## src/rtl/mmio_slot_arbiter_if.sv

```systemverilog
`default_nettype none
// =============================================================================
// mmio_slot_arbiter_if -- requester + MMIO slot signals (arbiter's view) | rev 1.0
// =============================================================================
interface mmio_slot_arbiter_if #(
    parameter int NUM_REQ = 2
);
    logic [NUM_REQ-1:0]    req_valid_i;
    logic [NUM_REQ-1:0]    req_write_i;
    logic [NUM_REQ*8-1:0]  req_addr_i;
    logic [NUM_REQ*32-1:0] req_wdata_i;
    logic [NUM_REQ-1:0]    req_ready_o;
    logic [NUM_REQ-1:0]    rsp_valid_o;
    logic [31:0]           rsp_rdata_o;
    logic                  rsp_slave_err_o;
    logic                  rsp_decode_err_o;
    logic                  rsp_timeout_o;
    logic                  chip_select_o;
    logic                  read_o;
    logic                  write_o;
    logic [7:0]            addr_o;
    logic [31:0]           wr_data_o;
    logic                  transaction_completed_o;
    logic [31:0]           rd_data_i;
    logic                  wr_done_i;
    logic                  rd_done_i;
    logic                  slave_error_i;
    logic                  decode_error_i;

    // master: requesters plus slot device; slave: the arbiter itself
    modport master (
        output req_valid_i, req_write_i, req_addr_i, req_wdata_i,
        output rd_data_i, wr_done_i, rd_done_i, slave_error_i, decode_error_i,
        input  req_ready_o, rsp_valid_o, rsp_rdata_o, rsp_slave_err_o,
        input  rsp_decode_err_o, rsp_timeout_o, chip_select_o, read_o, write_o,
        input  addr_o, wr_data_o, transaction_completed_o
    );

    modport slave (
        input  req_valid_i, req_write_i, req_addr_i, req_wdata_i,
        input  rd_data_i, wr_done_i, rd_done_i, slave_error_i, decode_error_i,
        output req_ready_o, rsp_valid_o, rsp_rdata_o, rsp_slave_err_o,
        output rsp_decode_err_o, rsp_timeout_o, chip_select_o, read_o, write_o,
        output addr_o, wr_data_o, transaction_completed_o
    );
endinterface
`default_nettype wire

```

## src/rtl/mmio_slot_arbiter.sv

```systemverilog
`default_nettype none
// =============================================================================
// mmio_slot_arbiter -- round-robin sharing of one MMIO slot with timeout | rev 1.0
// =============================================================================
module mmio_slot_arbiter #(
    parameter int NUM_REQ = 2,
    parameter int TIMEOUT = 16
) (
    input wire                  clk,
    input wire                  arst_n,
    mmio_slot_arbiter_if.slave  bus
);
    localparam int IW = (NUM_REQ > 1) ? $clog2(NUM_REQ) : 1;
    localparam int CW = $clog2(TIMEOUT + 1);
    localparam logic [NUM_REQ-1:0] ONE_HOT0 = NUM_REQ'(1);

    typedef enum logic [1:0] {
        S_IDLE     = 2'd0,
        S_BUSY     = 2'd1,
        S_COMPLETE = 2'd2
    } state_t;

    state_t              state_q, state_d;
    logic [IW-1:0]       last_q, last_d;
    logic [IW-1:0]       owner_q, owner_d;
    logic                cs_q, cs_d;
    logic                rd_q, rd_d;
    logic                wr_q, wr_d;
    logic [7:0]          addr_q, addr_d;
    logic [31:0]         wdata_q, wdata_d;
    logic [CW-1:0]       cnt_q, cnt_d;
    logic [NUM_REQ-1:0]  rsp_valid_q, rsp_valid_d;
    logic [31:0]         rdata_q, rdata_d;
    logic                serr_q, serr_d;
    logic                derr_q, derr_d;
    logic                tmo_q, tmo_d;
    logic                tc_q, tc_d;

    logic                w_found;
    logic [IW-1:0]       w_gnt;
    logic [IW-1:0]       w_cand;
    logic                w_accept;
    logic                w_event;
    logic                w_expired;

    // Round-robin search starting just after the last granted requester
    always_comb begin
        w_found = 1'b0;
        w_gnt   = '0;
        w_cand  = '0;
        for (int k = 1; k <= NUM_REQ; k++) begin
            w_cand = IW'((int'(last_q) + k) % NUM_REQ);
            if (!w_found && bus.req_valid_i[w_cand]) begin
                w_found = 1'b1;
                w_gnt   = w_cand;
            end
        end
    end

    assign w_accept  = (state_q == S_IDLE) && w_found && arst_n;
    assign w_event   = bus.wr_done_i | bus.rd_done_i | bus.slave_error_i | bus.decode_error_i;
    assign w_expired = (cnt_q == CW'(TIMEOUT - 1));

    always_comb begin
        state_d     = state_q;
        last_d      = last_q;
        owner_d     = owner_q;
        cs_d        = cs_q;
        rd_d        = rd_q;
        wr_d        = wr_q;
        addr_d      = addr_q;
        wdata_d     = wdata_q;
        cnt_d       = cnt_q;
        rsp_valid_d = '0;
        rdata_d     = '0;
        serr_d      = 1'b0;
        derr_d      = 1'b0;
        tmo_d       = 1'b0;
        tc_d        = 1'b0;
        case (state_q)
            S_IDLE: begin
                if (w_accept) begin
                    state_d = S_BUSY;
                    last_d  = w_gnt;
                    owner_d = w_gnt;
                    cs_d    = 1'b1;
                    wr_d    = bus.req_write_i[w_gnt];
                    rd_d    = ~bus.req_write_i[w_gnt];
                    addr_d  = bus.req_addr_i[int'(w_gnt)*8 +: 8];
                    wdata_d = bus.req_write_i[w_gnt] ? bus.req_wdata_i[int'(w_gnt)*32 +: 32] : 32'h0;
                    cnt_d   = '0;
                end
            end
            S_BUSY: begin
                if (w_event || w_expired) begin
                    state_d     = S_COMPLETE;
                    cs_d        = 1'b0;
                    rd_d        = 1'b0;
                    wr_d        = 1'b0;
                    addr_d      = '0;
                    wdata_d     = '0;
                    rsp_valid_d = ONE_HOT0 << owner_q;
                    tc_d        = 1'b1;
                    // A real completion beats a coincident timeout
                    if (w_event) begin
                        rdata_d = (bus.rd_done_i && !bus.slave_error_i && !bus.decode_error_i)
                                  ? bus.rd_data_i : 32'h0;
                        serr_d  = bus.slave_error_i;
                        derr_d  = bus.decode_error_i;
                    end else begin
                        tmo_d   = 1'b1;
                    end
                end else begin
                    cnt_d = cnt_q + CW'(1);
                end
            end
            S_COMPLETE: state_d = S_IDLE;
            default:    state_d = S_IDLE;
        endcase
    end

    always_ff @(posedge clk or negedge arst_n) begin
        if (!arst_n) begin
            state_q     <= S_IDLE;
            last_q      <= IW'(NUM_REQ - 1);
            owner_q     <= '0;
            cs_q        <= 1'b0;
            rd_q        <= 1'b0;
            wr_q        <= 1'b0;
            addr_q      <= '0;
            wdata_q     <= '0;
            cnt_q       <= '0;
            rsp_valid_q <= '0;
            rdata_q     <= '0;
            serr_q      <= 1'b0;
            derr_q      <= 1'b0;
            tmo_q       <= 1'b0;
            tc_q        <= 1'b0;
        end else begin
            state_q     <= state_d;
            last_q      <= last_d;
            owner_q     <= owner_d;
            cs_q        <= cs_d;
            rd_q        <= rd_d;
            wr_q        <= wr_d;
            addr_q      <= addr_d;
            wdata_q     <= wdata_d;
            cnt_q       <= cnt_d;
            rsp_valid_q <= rsp_valid_d;
            rdata_q     <= rdata_d;
            serr_q      <= serr_d;
            derr_q      <= derr_d;
            tmo_q       <= tmo_d;
            tc_q        <= tc_d;
        end
    end

    assign bus.req_ready_o             = w_accept ? (ONE_HOT0 << w_gnt) : '0;
    assign bus.rsp_valid_o             = rsp_valid_q;
    assign bus.rsp_rdata_o             = rdata_q;
    assign bus.rsp_slave_err_o         = serr_q;
    assign bus.rsp_decode_err_o        = derr_q;
    assign bus.rsp_timeout_o           = tmo_q;
    assign bus.chip_select_o           = cs_q;
    assign bus.read_o                  = rd_q;
    assign bus.write_o                 = wr_q;
    assign bus.addr_o                  = addr_q;
    assign bus.wr_data_o               = wdata_q;
    assign bus.transaction_completed_o = tc_q;
endmodule
`default_nettype wire

```

## src/flat_wrapper.sv

```systemverilog
// flat-port wrapper written by rule: the top's interface ports become plain ports
module mmio_slot_arbiter_flat 
#(
    parameter int NUM_REQ = 2,
    parameter int TIMEOUT = 16
)
  (clk, arst_n, bus_req_valid_i, bus_req_write_i, bus_req_addr_i, bus_req_wdata_i, bus_rd_data_i, bus_wr_done_i, bus_rd_done_i, bus_slave_error_i, bus_decode_error_i, bus_req_ready_o, bus_rsp_valid_o, bus_rsp_rdata_o, bus_rsp_slave_err_o, bus_rsp_decode_err_o, bus_rsp_timeout_o, bus_chip_select_o, bus_read_o, bus_write_o, bus_addr_o, bus_wr_data_o, bus_transaction_completed_o);
  mmio_slot_arbiter_if #(.NUM_REQ(NUM_REQ)) bus_i ();
  input wire clk;
  input wire arst_n;
  input wire logic [$bits(bus_i.req_valid_i)-1:0] bus_req_valid_i;
  input wire logic [$bits(bus_i.req_write_i)-1:0] bus_req_write_i;
  input wire logic [$bits(bus_i.req_addr_i)-1:0] bus_req_addr_i;
  input wire logic [$bits(bus_i.req_wdata_i)-1:0] bus_req_wdata_i;
  input wire logic [$bits(bus_i.rd_data_i)-1:0] bus_rd_data_i;
  input wire logic [$bits(bus_i.wr_done_i)-1:0] bus_wr_done_i;
  input wire logic [$bits(bus_i.rd_done_i)-1:0] bus_rd_done_i;
  input wire logic [$bits(bus_i.slave_error_i)-1:0] bus_slave_error_i;
  input wire logic [$bits(bus_i.decode_error_i)-1:0] bus_decode_error_i;
  output wire logic [$bits(bus_i.req_ready_o)-1:0] bus_req_ready_o;
  output wire logic [$bits(bus_i.rsp_valid_o)-1:0] bus_rsp_valid_o;
  output wire logic [$bits(bus_i.rsp_rdata_o)-1:0] bus_rsp_rdata_o;
  output wire logic [$bits(bus_i.rsp_slave_err_o)-1:0] bus_rsp_slave_err_o;
  output wire logic [$bits(bus_i.rsp_decode_err_o)-1:0] bus_rsp_decode_err_o;
  output wire logic [$bits(bus_i.rsp_timeout_o)-1:0] bus_rsp_timeout_o;
  output wire logic [$bits(bus_i.chip_select_o)-1:0] bus_chip_select_o;
  output wire logic [$bits(bus_i.read_o)-1:0] bus_read_o;
  output wire logic [$bits(bus_i.write_o)-1:0] bus_write_o;
  output wire logic [$bits(bus_i.addr_o)-1:0] bus_addr_o;
  output wire logic [$bits(bus_i.wr_data_o)-1:0] bus_wr_data_o;
  output wire logic [$bits(bus_i.transaction_completed_o)-1:0] bus_transaction_completed_o;
  assign bus_i.req_valid_i = bus_req_valid_i;
  assign bus_i.req_write_i = bus_req_write_i;
  assign bus_i.req_addr_i = bus_req_addr_i;
  assign bus_i.req_wdata_i = bus_req_wdata_i;
  assign bus_i.rd_data_i = bus_rd_data_i;
  assign bus_i.wr_done_i = bus_wr_done_i;
  assign bus_i.rd_done_i = bus_rd_done_i;
  assign bus_i.slave_error_i = bus_slave_error_i;
  assign bus_i.decode_error_i = bus_decode_error_i;
  assign bus_req_ready_o = bus_i.req_ready_o;
  assign bus_rsp_valid_o = bus_i.rsp_valid_o;
  assign bus_rsp_rdata_o = bus_i.rsp_rdata_o;
  assign bus_rsp_slave_err_o = bus_i.rsp_slave_err_o;
  assign bus_rsp_decode_err_o = bus_i.rsp_decode_err_o;
  assign bus_rsp_timeout_o = bus_i.rsp_timeout_o;
  assign bus_chip_select_o = bus_i.chip_select_o;
  assign bus_read_o = bus_i.read_o;
  assign bus_write_o = bus_i.write_o;
  assign bus_addr_o = bus_i.addr_o;
  assign bus_wr_data_o = bus_i.wr_data_o;
  assign bus_transaction_completed_o = bus_i.transaction_completed_o;
  mmio_slot_arbiter #(.NUM_REQ(NUM_REQ), .TIMEOUT(TIMEOUT)) u_core (.clk(clk), .arst_n(arst_n), .bus(bus_i));
endmodule
```

## config.mk

```make
export PLATFORM = sky130hd
export DESIGN_NAME = mmio_slot_arbiter_flat
export DESIGN_NICKNAME = d
export VERILOG_FILES = /design/src/rtl/mmio_slot_arbiter_if.sv /design/src/rtl/mmio_slot_arbiter.sv /design/src/flat_wrapper.sv
export SDC_FILE = /design/constraint.sdc
export NUM_CORES = 1
export LEC_CHECK = 0
export ABC_AREA = 1
export CORE_MARGIN = 2
export CORE_UTILIZATION = 42
export CTS_CLUSTER_SIZE = 8
export DETAILED_ROUTE_END_ITERATION = 7
export PLACE_DENSITY = 0.83
export SLEW_MARGIN = 5
export SYNTH_ARGS = -nofsm -noshare
export SYNTH_HDL_FRONTEND = slang
export SYNTH_SLANG_ARGS = --single-unit
```

## constraint.sdc

```tcl
create_clock -name clk -period 1.93 [get_ports clk]
set_input_delay 0.2895 -clock clk [delete_from_list [all_inputs] [get_ports clk]]
set_output_delay 0.2895 -clock clk [all_outputs]
set_load 0.1 [all_outputs]
```

==> After elaboration in Yosys (flattened, before gate mapping) <==
Index checks and enable logic that the tools add are counted.
{ "totals": {"ff_bits": 90, "in_bits": 122, "output_inout_bits": 83, "word_cells": 97} }
{ "classes": {"addsub": 3, "magnitude_cmp": 3, "eq_ne": 5, "n_shift": 4, "n_mux": 48, "n_bitwise": 4, "n_reduce_logical": 15} }
{ "ops": {"columns": ["op", "n"], "rows": [
  ["$mux 32", 7],
  ["$pmux 32 s2", 1],
  ["$shiftx 64x7->32", 1],
  ["$mux 1", 25],
  ["$mux 8", 2],
  ["$pmux 8 s2", 1],
  ["$shiftx 16x5->8", 1],
  ["$mux 2", 5],
  ["$mux 5", 2],
  ["$pmux 5 s2", 1],
  ["$lt 1x2->1 const B", 3],
  ["$pmux 1 s2", 3],
  ["$reduce_and 3->1", 2],
  ["$add 5x1->5 const B", 1],
  ["$eq 5x4->1 const B", 1],
  ["$logic_and 1x1->1", 5],
  ["$ne 2x1->1 const B", 2],
  ["$pmux 2 s2", 1],
  ["$reduce_and 2->1", 2],
  ["$shl 1x1->2 const A", 2],
  ["$logic_not 1->1", 3],
  ["$or 1x1->1", 3],
  ["$add 1x1->1 const B", 2],
  ["$eq 2x1->1 const B", 1],
  ["other kinds (5)", 5]
]} }

==> Depth between registers and ports, before layout <==
Gate-level depths: netlist of the first run.
{ "depth": {"ltp_word": 12, "ltp_mapped": 11} }

==> Least setup slack after synthesis of the first run <==
Ideal clock, no wire load.
{ "synth_timing": {"path_type": "reg-to-output", "from": "reg u_core.state_q[0]", "to": "out bus_req_ready_o[1]", "arrival_ns": 2.195, "required_ns": 1.640, "path_slack_ns": -0.554, "path_stages_with_launch": 8, "path_buffers": 2, "path_cell_list": "dfrtp_1 -> inv_1 -> nand2_1 -> nor2_2 -> nand2_2 -> buf_12 -> buf_8 -> nor2_1"} }
{ "synth_via": {"elab_chain_cells": 4} }
{ "synth_lines": {"columns": ["element", "line_no", "text"], "rows": [
  ["start, declared", "mmio_slot_arbiter.sv:23", "state_t state_q, state_d;"],
  ["start signal, assigned", "mmio_slot_arbiter.sv:140", "state_q <= state_d;"],
  ["$logic_not 2->1", "mmio_slot_arbiter.sv:60", "assign w_accept = (state_q == S_IDLE) && w_found && arst_n;"],
  ["$logic_and 1x1->1 (2 in a row)", "mmio_slot_arbiter.sv:60", null],
  ["$mux 2", "mmio_slot_arbiter.sv:158", "assign bus.req_ready_o = w_accept ? (ONE_HOT0 << w_gnt) : '0;"],
  ["end, declared", "flat_wrapper.sv:20", "output wire logic [$bits(bus_i.req_ready_o)-1:0] bus_req_ready_o;"]
]} }
No other way between the ends.

==> Worst setup path after layout of the first run <==
{ "layout_timing": {"from": "reg u_core.last_q", "to": "out bus_req_ready_o[0]"} }
{ "layout_via": {"elab_chain_cells": 10, "elab_cells_between_ends": 16} }
{ "layout_lines": {"columns": ["element", "line_no", "text"], "rows": [
  ["start, declared", "mmio_slot_arbiter.sv:24", "logic [IW-1:0] last_q, last_d;"],
  ["start signal, assigned", "mmio_slot_arbiter.sv:125", "last_q <= IW'(NUM_REQ - 1);"],
  ["start signal, assigned", "mmio_slot_arbiter.sv:141", "last_q <= last_d;"],
  ["$add 1x1->1", "mmio_slot_arbiter.sv:52", "w_cand = IW'((int'(last_q) + k) % NUM_REQ);"],
  ["$mux 1 (implied by the code) (2 in a row)", "mmio_slot_arbiter.sv:53", "if (!w_found && bus.req_valid_i[w_cand]) begin"],
  ["$mux 1", "mmio_slot_arbiter.sv:53", null],
  ["$logic_not 1->1", "mmio_slot_arbiter.sv:53", null],
  ["$logic_and 1x1->1", "mmio_slot_arbiter.sv:53", null],
  ["$mux 1", "mmio_slot_arbiter.sv:53", null],
  ["$logic_and 1x1->1 (2 in a row)", "mmio_slot_arbiter.sv:60", null],
  ["$mux 2 (*)", "mmio_slot_arbiter.sv:158", null]
]} }
Every way passes the cells marked *; elsewhere a longest branch is shown, timed or not. The select of a mux whose other input is x is not followed.

==> results.sh, run 1 <==
export IMPL_r2r_slack_ns=0.17
export IMPL_path_buf_inv=2
export IMPL_slowest_delay_ns=0.55
export IMPL_die_y_um=107.4
export IMPL_syn_nets=604
export IMPL_maxCapViolCount=0
export IMPL_ff2ff_path_depth=10
export IMPL_place_inst=806
export IMPL_timing_fmax_mhz=544.4
export IMPL_grt_usage_pct=22.00
export IMPL_power_frac_comb_pct=45.3
export IMPL_postRouteAntennaNets=0
export IMPL_syn_to_final_growth_pct=49.51
export IMPL_clock_latency_ns=0.35
export IMPL_synth_edff_count=0
export IMPL_synth_top_cell_area_share_pct=49.57
export IMPL_yosysWarnings=0
export IMPL_swShare_pct=46.51
export IMPL_status="finished, violations left"
export IMPL_ys_ff_latch=90
export IMPL_slew_headroom_pct=65.64
export IMPL_stdcell_count=822
export IMPL_cp_top_family="flip-flops"
export IMPL_required_ns=1.64
export IMPL_num_antenna_cells=0
export IMPL_synth_largest_area_cell="dfrtp_1"
export IMPL_die_w_um=107.4
export IMPL_initial_utilization_pct=43.33
export IMPL_crit_path_end="bus_req_ready_o[0]"
export IMPL_grt_pass1_wl_um=20220
export IMPL_route_detailed_drc=0
export IMPL_grt_max_degree=91
export IMPL_crit_slowest_cell="dfstp_2"
export IMPL_setup_worst_path_class="flip-flop to output port"
export IMPL_place_gp_congestion=0.8108
export IMPL_cp_end_kind="output port"
export IMPL_fin_crit_sh_pct=95.17
export IMPL_hpwlAfterDp_um=9467
export IMPL_multi_input_area_mm2=0.001912
export IMPL_clock_root_buffer="clkbuf_8"
export IMPL_p_seq_share_pct=34.2
export IMPL_coreArea_mm2=0.01037
export IMPL_tightest_slew_ns=0.5142
export IMPL_tritoncts="done"
export IMPL_h_tree_depth=3
export IMPL_p_leak_uw=0.003355
export IMPL_antenna_found_initial=0
export IMPL_rows=37
export IMPL_holdWs_ns=-0.02394
export IMPL_hold_path_class="input pin to async pin"
export IMPL_fin_nets=805
export IMPL_cts_sinks=90
export IMPL_cts_buffers=9
export IMPL_rsz0062_at_grt="false"
export IMPL_pin_count=205
export IMPL_r2r_start="u_core.cnt_q[0]"
export IMPL_critical_path_max_fanout=13
export IMPL_clkTransAtPathRegs_ns=0.10
export IMPL_crit_start="u_core.last_q"
export IMPL_crit_chain="nand2_2 -> nand2_8 -> inv_1 -> nor2_4 -> buf_12"
export IMPL_vias_per_cell=5.108
export IMPL_vdd_drop_max_uv=518.8
export IMPL_vias=4199
export IMPL_regArea_mm2=0.002253
export IMPL_synth_ff_type="dfrtp_1"
export IMPL_arrival_ns=1.55
export IMPL_syn_area_per_cell_um2=9.361
export IMPL_ys_seq_area_share_pct=50.15
export IMPL_period_needed_ns=1.837
export IMPL_wire_per_inst_um=15.56
export IMPL_cts_buffer_depth=2
export IMPL_path_depth=5
export IMPL_async_flop_share_pct=100.0
export IMPL_r2r_end="u_core.bus.write_o"
export IMPL_slew_violations=0
export IMPL_synthCells=480
export IMPL_layout_drive_gt1_share_pct=26.82
export IMPL_yosys_cell_types_count=27
export IMPL_gr_total_overflow=0
export IMPL_grt_pass1_vias=4258
export IMPL_syn_area_mm2=0.004493
export IMPL_fillers=854
export IMPL_wl_um=12790
export IMPL_drt_iter0_markers=266
export IMPL_p_clk_share_pct=20.5
export IMPL_dieArea_mm2=0.01154
export IMPL_dr_pass1_iters=5
export IMPL_p_int_uw=3524
export IMPL_cp_start_kind="flip-flop"
export IMPL_finClkSkew_ns=0.01173
export IMPL_postCtsHoldBufs=0
export IMPL_finalSetupViolCount=0
export IMPL_p_per_area_mw_per_mm2=980.7
export IMPL_switchingPower_uw=3064
export IMPL_io_buffers=204
export IMPL_hold_viol=6
export IMPL_ys_top_cells_by_area="dfrtp_1, nand2_1, nand3_1"
export IMPL_violations="negative hold slack"
==> worst min-delay path by stage <==
| stage | from | end | slack [ns] | cells past startpoint |
|---|---|---|---|---|
| 2_1_floorplan | arst_n | u_core.bus.addr_o[0] | -0.006 | 0 |
| 3_3_place_gp | u_core.owner_q | u_core.bus.rsp_valid_o[0] | 0.41 | 1 |
| 3_5_place_dp | u_core.owner_q | u_core.bus.rsp_valid_o[0] | 0.42 | 1 |
| 4_1_cts | arst_n | u_core.bus.wr_data_o[7] | 0.03 | 2 |
| 5_1_grt | arst_n | u_core.bus.wr_data_o[7] | 0.02 | 2 |
| 6_report | arst_n | u_core.bus.wr_data_o[7] | -0.02 | 2 |
==> cell usage after synthesis, types with 2 or more instances <==
master    instances
buf_8             4
buf_2            13
clkbuf_1          9
a21oi_1           8
inv_1            11
nor2_1           13
nor3b_1          33
buf_12            5
nand2_1         145
buf_4             6
nor2_2            3
nand2_2           4
ha_1              2
nand2_4           3
nand3_2          40
nand3_1          81
nor2_4            2
dfrtp_1          89
==> repair_timing <==
item                       4_1_cts  5_1_grt
resized for setup                0        5
setup buffers                    0        0
hold endpoints to repair         0        0
setup endpoints to repair        0       32
==> stage by stage <==
step	instance area, um2	setup TNS [ns]	setup WS, ns	util [%]	power, uW
2_1_floorplan	4498	-0.07636	-0.07636	-	4420
3_3_place_gp	6482	0	0.01588	62.51	5220
3_5_place_dp	6482	-0.02995	-0.02841	62.51	5267
4_1_cts	6689	0	0.0007304	64.50	6628
5_1_grt	6718	0	0.01617	64.78	6867
6_report	6718	0	0.09321	64.78	6588
==> cells by family after synthesis <==
logic type | Yosys count | synth area share, %
simple gates | 328 | 39.99
flops | 90 | 50.15
buf+inv | 50 | 8.020
compound gates | 10 | 1.281
fa+ha+maj | 2 | 0.5569
==> state kept, by name (all words and copies together) (netlist names), 2 cells and up <==
name,count
u_core.cnt_q,5
u_core.state_q,2
u_core.bus.wr_data_o,32
u_core.bus.addr_o,8
u_core.bus.rsp_valid_o,2
u_core.bus.rsp_rdata_o,32
==> power groups by stage <==
stage                     Clock, uW  Combinational (uW)  Sequential (uW)
after global routing           1460                3130             2280
after CTS                      1390                2980             2260
after detailed placement          0                2970             2290
after global placement            0                2940             2280
final                          1350                2980             2250
after floorplan                   0                 750             3670
==> layout make-up <==
class,count,share of cell area [%]
Inverter,12,0.6705
Timing Repair Buffer,228,31.72
Sequential cell,90,33.54
Multi-Input combinational cell,340,28.46
Tap cell,136,2.533
Clock inverter,7,1.229
Clock buffer,9,1.844
==> metal layers <==
layer / global-route usage [%] / part of all wire, % / wire length, um
met1: 25.35 / 38 / 4873
met4: 8.608 / 2.4 / 310
met5: 0 / 0 / 0
met3: 7.748 / 11 / 1371
met2: 37.48 / 49 / 6238
==> cells in the final DEF, fill, tap and decap left out, drive strengths merged <==
cell type | Yosys | final
nor3b | 33 | 33
clkbuf | 9 | 9
nor3 | 1 | 1
nand3 | 122 | 122
dfrtp | 89 | 89
inv | 12 | 17
clkdlybuf4s50 | 0 | 119
nor2 | 18 | 18
buf | 29 | 108
a21oi | 9 | 9
clkinv | 0 | 1
o21ai | 1 | 1
ha | 2 | 2
bufinv | 0 | 1
nand4 | 2 | 2
dlymetal6s2s | 0 | 1
dfstp | 1 | 1
nand2 | 152 | 152
Power figures use the tool's default switching activity.
==> inputs of run 2 (changes only) <==
- ABC_AREA: 1 -> unset
- CELL_PAD_IN_SITES_DETAIL_PLACEMENT: unset -> 0
- CELL_PAD_IN_SITES_GLOBAL_PLACEMENT: unset -> 1
- CORE_UTILIZATION: 42 -> 25
- PLACE_DENSITY: 0.83 -> 0.75
==> run 2 against run 1 <==
The flow finishes with violations (negative setup slack). Area after synthesis fell by 20%. Register-to-register slack got worse by 0.07 ns. Total power rose by 0.66%. Critical path depth fell by 1. Synthesized cell count fell by 36%. Combinational power fell by 12%. Count of clock-buffer cells in the layout rose by 1. Utilization fell by 20 points. Critical path type unchanged. Critical endpoint unchanged. Largest cell class unchanged.
==> results.sh, run 2 <==
export IMPL_status="finished, violations left"
export IMPL_violations="negative setup slack"
export IMPL_clkTransAtPathRegs_ns=0.07
export IMPL_grt_pass1_vias=3186
export IMPL_io_buffers=204
export IMPL_dieArea_mm2=0.01534
export IMPL_grt_usage_pct=14.38
export IMPL_fillers=1315
export IMPL_vdd_drop_max_uv=419.1
export IMPL_required_ns=1.64
export IMPL_hp_start="u_core.owner_q"
export IMPL_synth_top_cell_area_share_pct=62.02
export IMPL_synthAdderAreaFrac_pct=0.6969
export IMPL_clock_root_buffer="clkbuf_16"
export IMPL_arrival_ns=1.71
export IMPL_r2r_slack_ns=0.10
export IMPL_vias=3170
export IMPL_ff2ff_path_depth=7
export IMPL_synth_largest_area_cell="dfrtp_1"
export IMPL_fin_crit_sh_pct=103.6
export IMPL_r2r_end="u_core.bus.wr_data_o[1]"
export IMPL_finClkSkew_ns=0.005984
export IMPL_synthCells=309
export IMPL_tns_ns=-0.07755
export IMPL_synth_top_family_by_area="simple AND/OR/NAND/NOR gates"
export IMPL_dr_pass1_iters=4
export IMPL_initial_utilization_pct=25.77
export IMPL_layout_common_cells="clkdlybuf4s50_1, buf_4, dfrtp_1"
export IMPL_synth_simple_area_share_pct=15.19
export IMPL_syn_to_final_growth_pct=74.49
export IMPL_synth_ff_type="dfrtp_1"
export IMPL_num_antenna_cells=0
export IMPL_ys_top_cells_by_area="dfrtp_1, a22oi_1, and2_1"
export IMPL_gr_total_overflow=0
export IMPL_crit_chain="or3b_4 -> or2_4 -> nor2_4 -> buf_12"
export IMPL_synth_compound_area_share_pct=14.98
export IMPL_die_y_um=123.9
export IMPL_syn_nets=433
export IMPL_clock_latency_ns=0.34
export IMPL_final_area_mm2=0.006266
export IMPL_p_per_area_mw_per_mm2=1058
export IMPL_finalSetupViolCount=2
export IMPL_hpwlAfterDp_um=8047
export IMPL_cts_buffer_depth=2
export IMPL_route_detailed_drc=0
export IMPL_crit_slowest_cell="or3b_4"
export IMPL_syn_area_mm2=0.003591
export IMPL_cp_start_kind="flip-flop"
export IMPL_layout_drive_gt1_share_pct=28.28
export IMPL_hold_viol=0
export IMPL_synth_edff_count=0
export IMPL_tightest_slew_ns=0.7878
export IMPL_final_common_cell="clkdlybuf4s50_1"
export IMPL_cts_buffers=9
export IMPL_cts_sinks=90
export IMPL_period_needed_ns=1.999
export IMPL_wire_per_inst_um=15.60
export IMPL_rows=43
export IMPL_cp_end_kind="output port"
export IMPL_setup_worst_path_class="flip-flop to output port"
export IMPL_syn_area_per_cell_um2=11.62
export IMPL_worst_slack_ns=-0.06902
export IMPL_synth_commonest_cells="dfrtp_1, nand2_1, and2_1"
export IMPL_grt_max_degree=62
export IMPL_synth_most_common_cell="dfrtp_1"
export IMPL_pin_count=205
export IMPL_min_to="u_core.bus.rsp_valid_o[0]"
export IMPL_tritoncts="done"
export IMPL_slew_headroom_pct=47.48
export IMPL_drt_iter0_markers=162
export IMPL_coreArea_mm2=0.01393
export IMPL_grt_pass1_wl_um=16530
export IMPL_ys_seq_area_share_pct=62.75
export IMPL_slew_violations=0
export IMPL_synth_xor_area_share_pct=0.2439
export IMPL_hold_path_class="flip-flop to flip-flop"
export IMPL_wl_um=11250
export IMPL_antenna_found_initial=0
export IMPL_r2r_start="u_core.state_q[1]"
export IMPL_maxCapViolCount=0
export IMPL_place_gp_congestion=0.7482
export IMPL_hold_path_depth=1
export IMPL_place_area_mm2=0.005792
export IMPL_ys_ff_latch=90
export IMPL_critical_path_max_fanout=4
export IMPL_yosys_cell_types_count=37
export IMPL_vias_per_cell=4.397
export IMPL_slowest_delay_ns=0.43
export IMPL_muxShareOfSynthArea_pct=2.509
export IMPL_pre_cts_slack_ns=-0.3944
export IMPL_async_flop_share_pct=100.0
export IMPL_die_w_um=123.9
export IMPL_p_leak_uw=0.002940
export IMPL_postRouteAntennaNets=0
export IMPL_timing_fmax_mhz=500.2
export IMPL_fin_nets=660
export IMPL_h_tree_depth=3
export IMPL_yosysWarnings=0
export IMPL_rsz0062_at_grt="true"
[run 2: cell type report]
cell class / instances / area [um2] / share of cell area, %
tap: 180 / 225.2 / 3.594
clock buffer: 10 / 239.0 / 3.814
multi-input combinational: 195 / 1299 / 20.73
clock inverter: 6 / 65.06 / 1.038
sequential: 90 / 2253 / 35.96
timing repair buffer: 233 / 2155 / 34.39
inverter: 7 / 30.03 / 0.4792
[run 2: where the power goes]
group / switching, uW / internal, uW / total (uW)
Clock: 751 / 1040 / 1790
Sequential: 116 / 2100 / 2210
Combinational: 1920 / 711 / 2630
Total: 2780 / 3850 / 6630
[run 2: critical path: cells and delay by family (launching register included)]
kind,cells,cell delay [ns]
buffers and inverters,1,0.18
flip-flops,1,0.38
AND/OR/NAND/NOR,3,0.79
[run 2: logic make-up (layout without fill, tap and decap cells)]
family          after synthesis  after routing
flops                        90             90
compound gates               81             81
buf+inv                      25            256
xor+xnor                      1              1
fa+ha+maj                     2              2
simple gates                101            102
mux                           9              9
[run 2: how the worst max path moves through the flow]
stage / from / to / slack [ns] / cells after the start
3_5_place_dp: bus_req_valid_i[0] / u_core.bus.wr_data_o[9] / -0.39 / 5
3_3_place_gp: bus_req_valid_i[0] / u_core.bus.wr_data_o[3] / -0.33 / 5
2_1_floorplan: u_core.state_q[1] / bus_req_ready_o[0] / -0.16 / 5
4_1_cts: u_core.state_q[0] / bus_req_ready_o[0] / -0.24 / 5
6_report: u_core.state_q[1] / bus_req_ready_o[0] / -0.07 / 4
5_1_grt: u_core.state_q[1] / bus_req_ready_o[0] / -0.13 / 4
[run 2: timing repair]
item | in CTS | in global routing
hold endpoints to repair | 29 | 0
cloned | 1 | 0
pin swaps | 4 | 6
resized for setup | 4 | 29
hold buffers | 1 | 0
setup endpoints to repair | 34 | 43
setup buffers | 4 | 3
[run 2: stage by stage]
stage	hold slack, ns	total power (uW)	cells	utilization (%)
2_1_floorplan	-0.006091	3992	309	-
3_3_place_gp	0.3403	4797	697	41.56
3_5_place_dp	0.3449	4815	697	41.56
4_1_cts	0.4458	6677	719	44.28
5_1_grt	0.4897	6918	721	44.97
6_report	0.4403	6632	721	44.97
[run 2: routing by layer]
metal | part of all wire [%] | GRT usage, % | vias to the layer above | wire length [um]
li1 | - | - | 1526 | -
met1 | 42 | 17.77 | 1484 | 4700
met2 | 45 | 22.46 | 147 | 5078
met3 | 11 | 6.136 | 13 | 1292
met4 | 1.6 | 5.185 | 0 | 180
met5 | 0 | 0 | - | 0
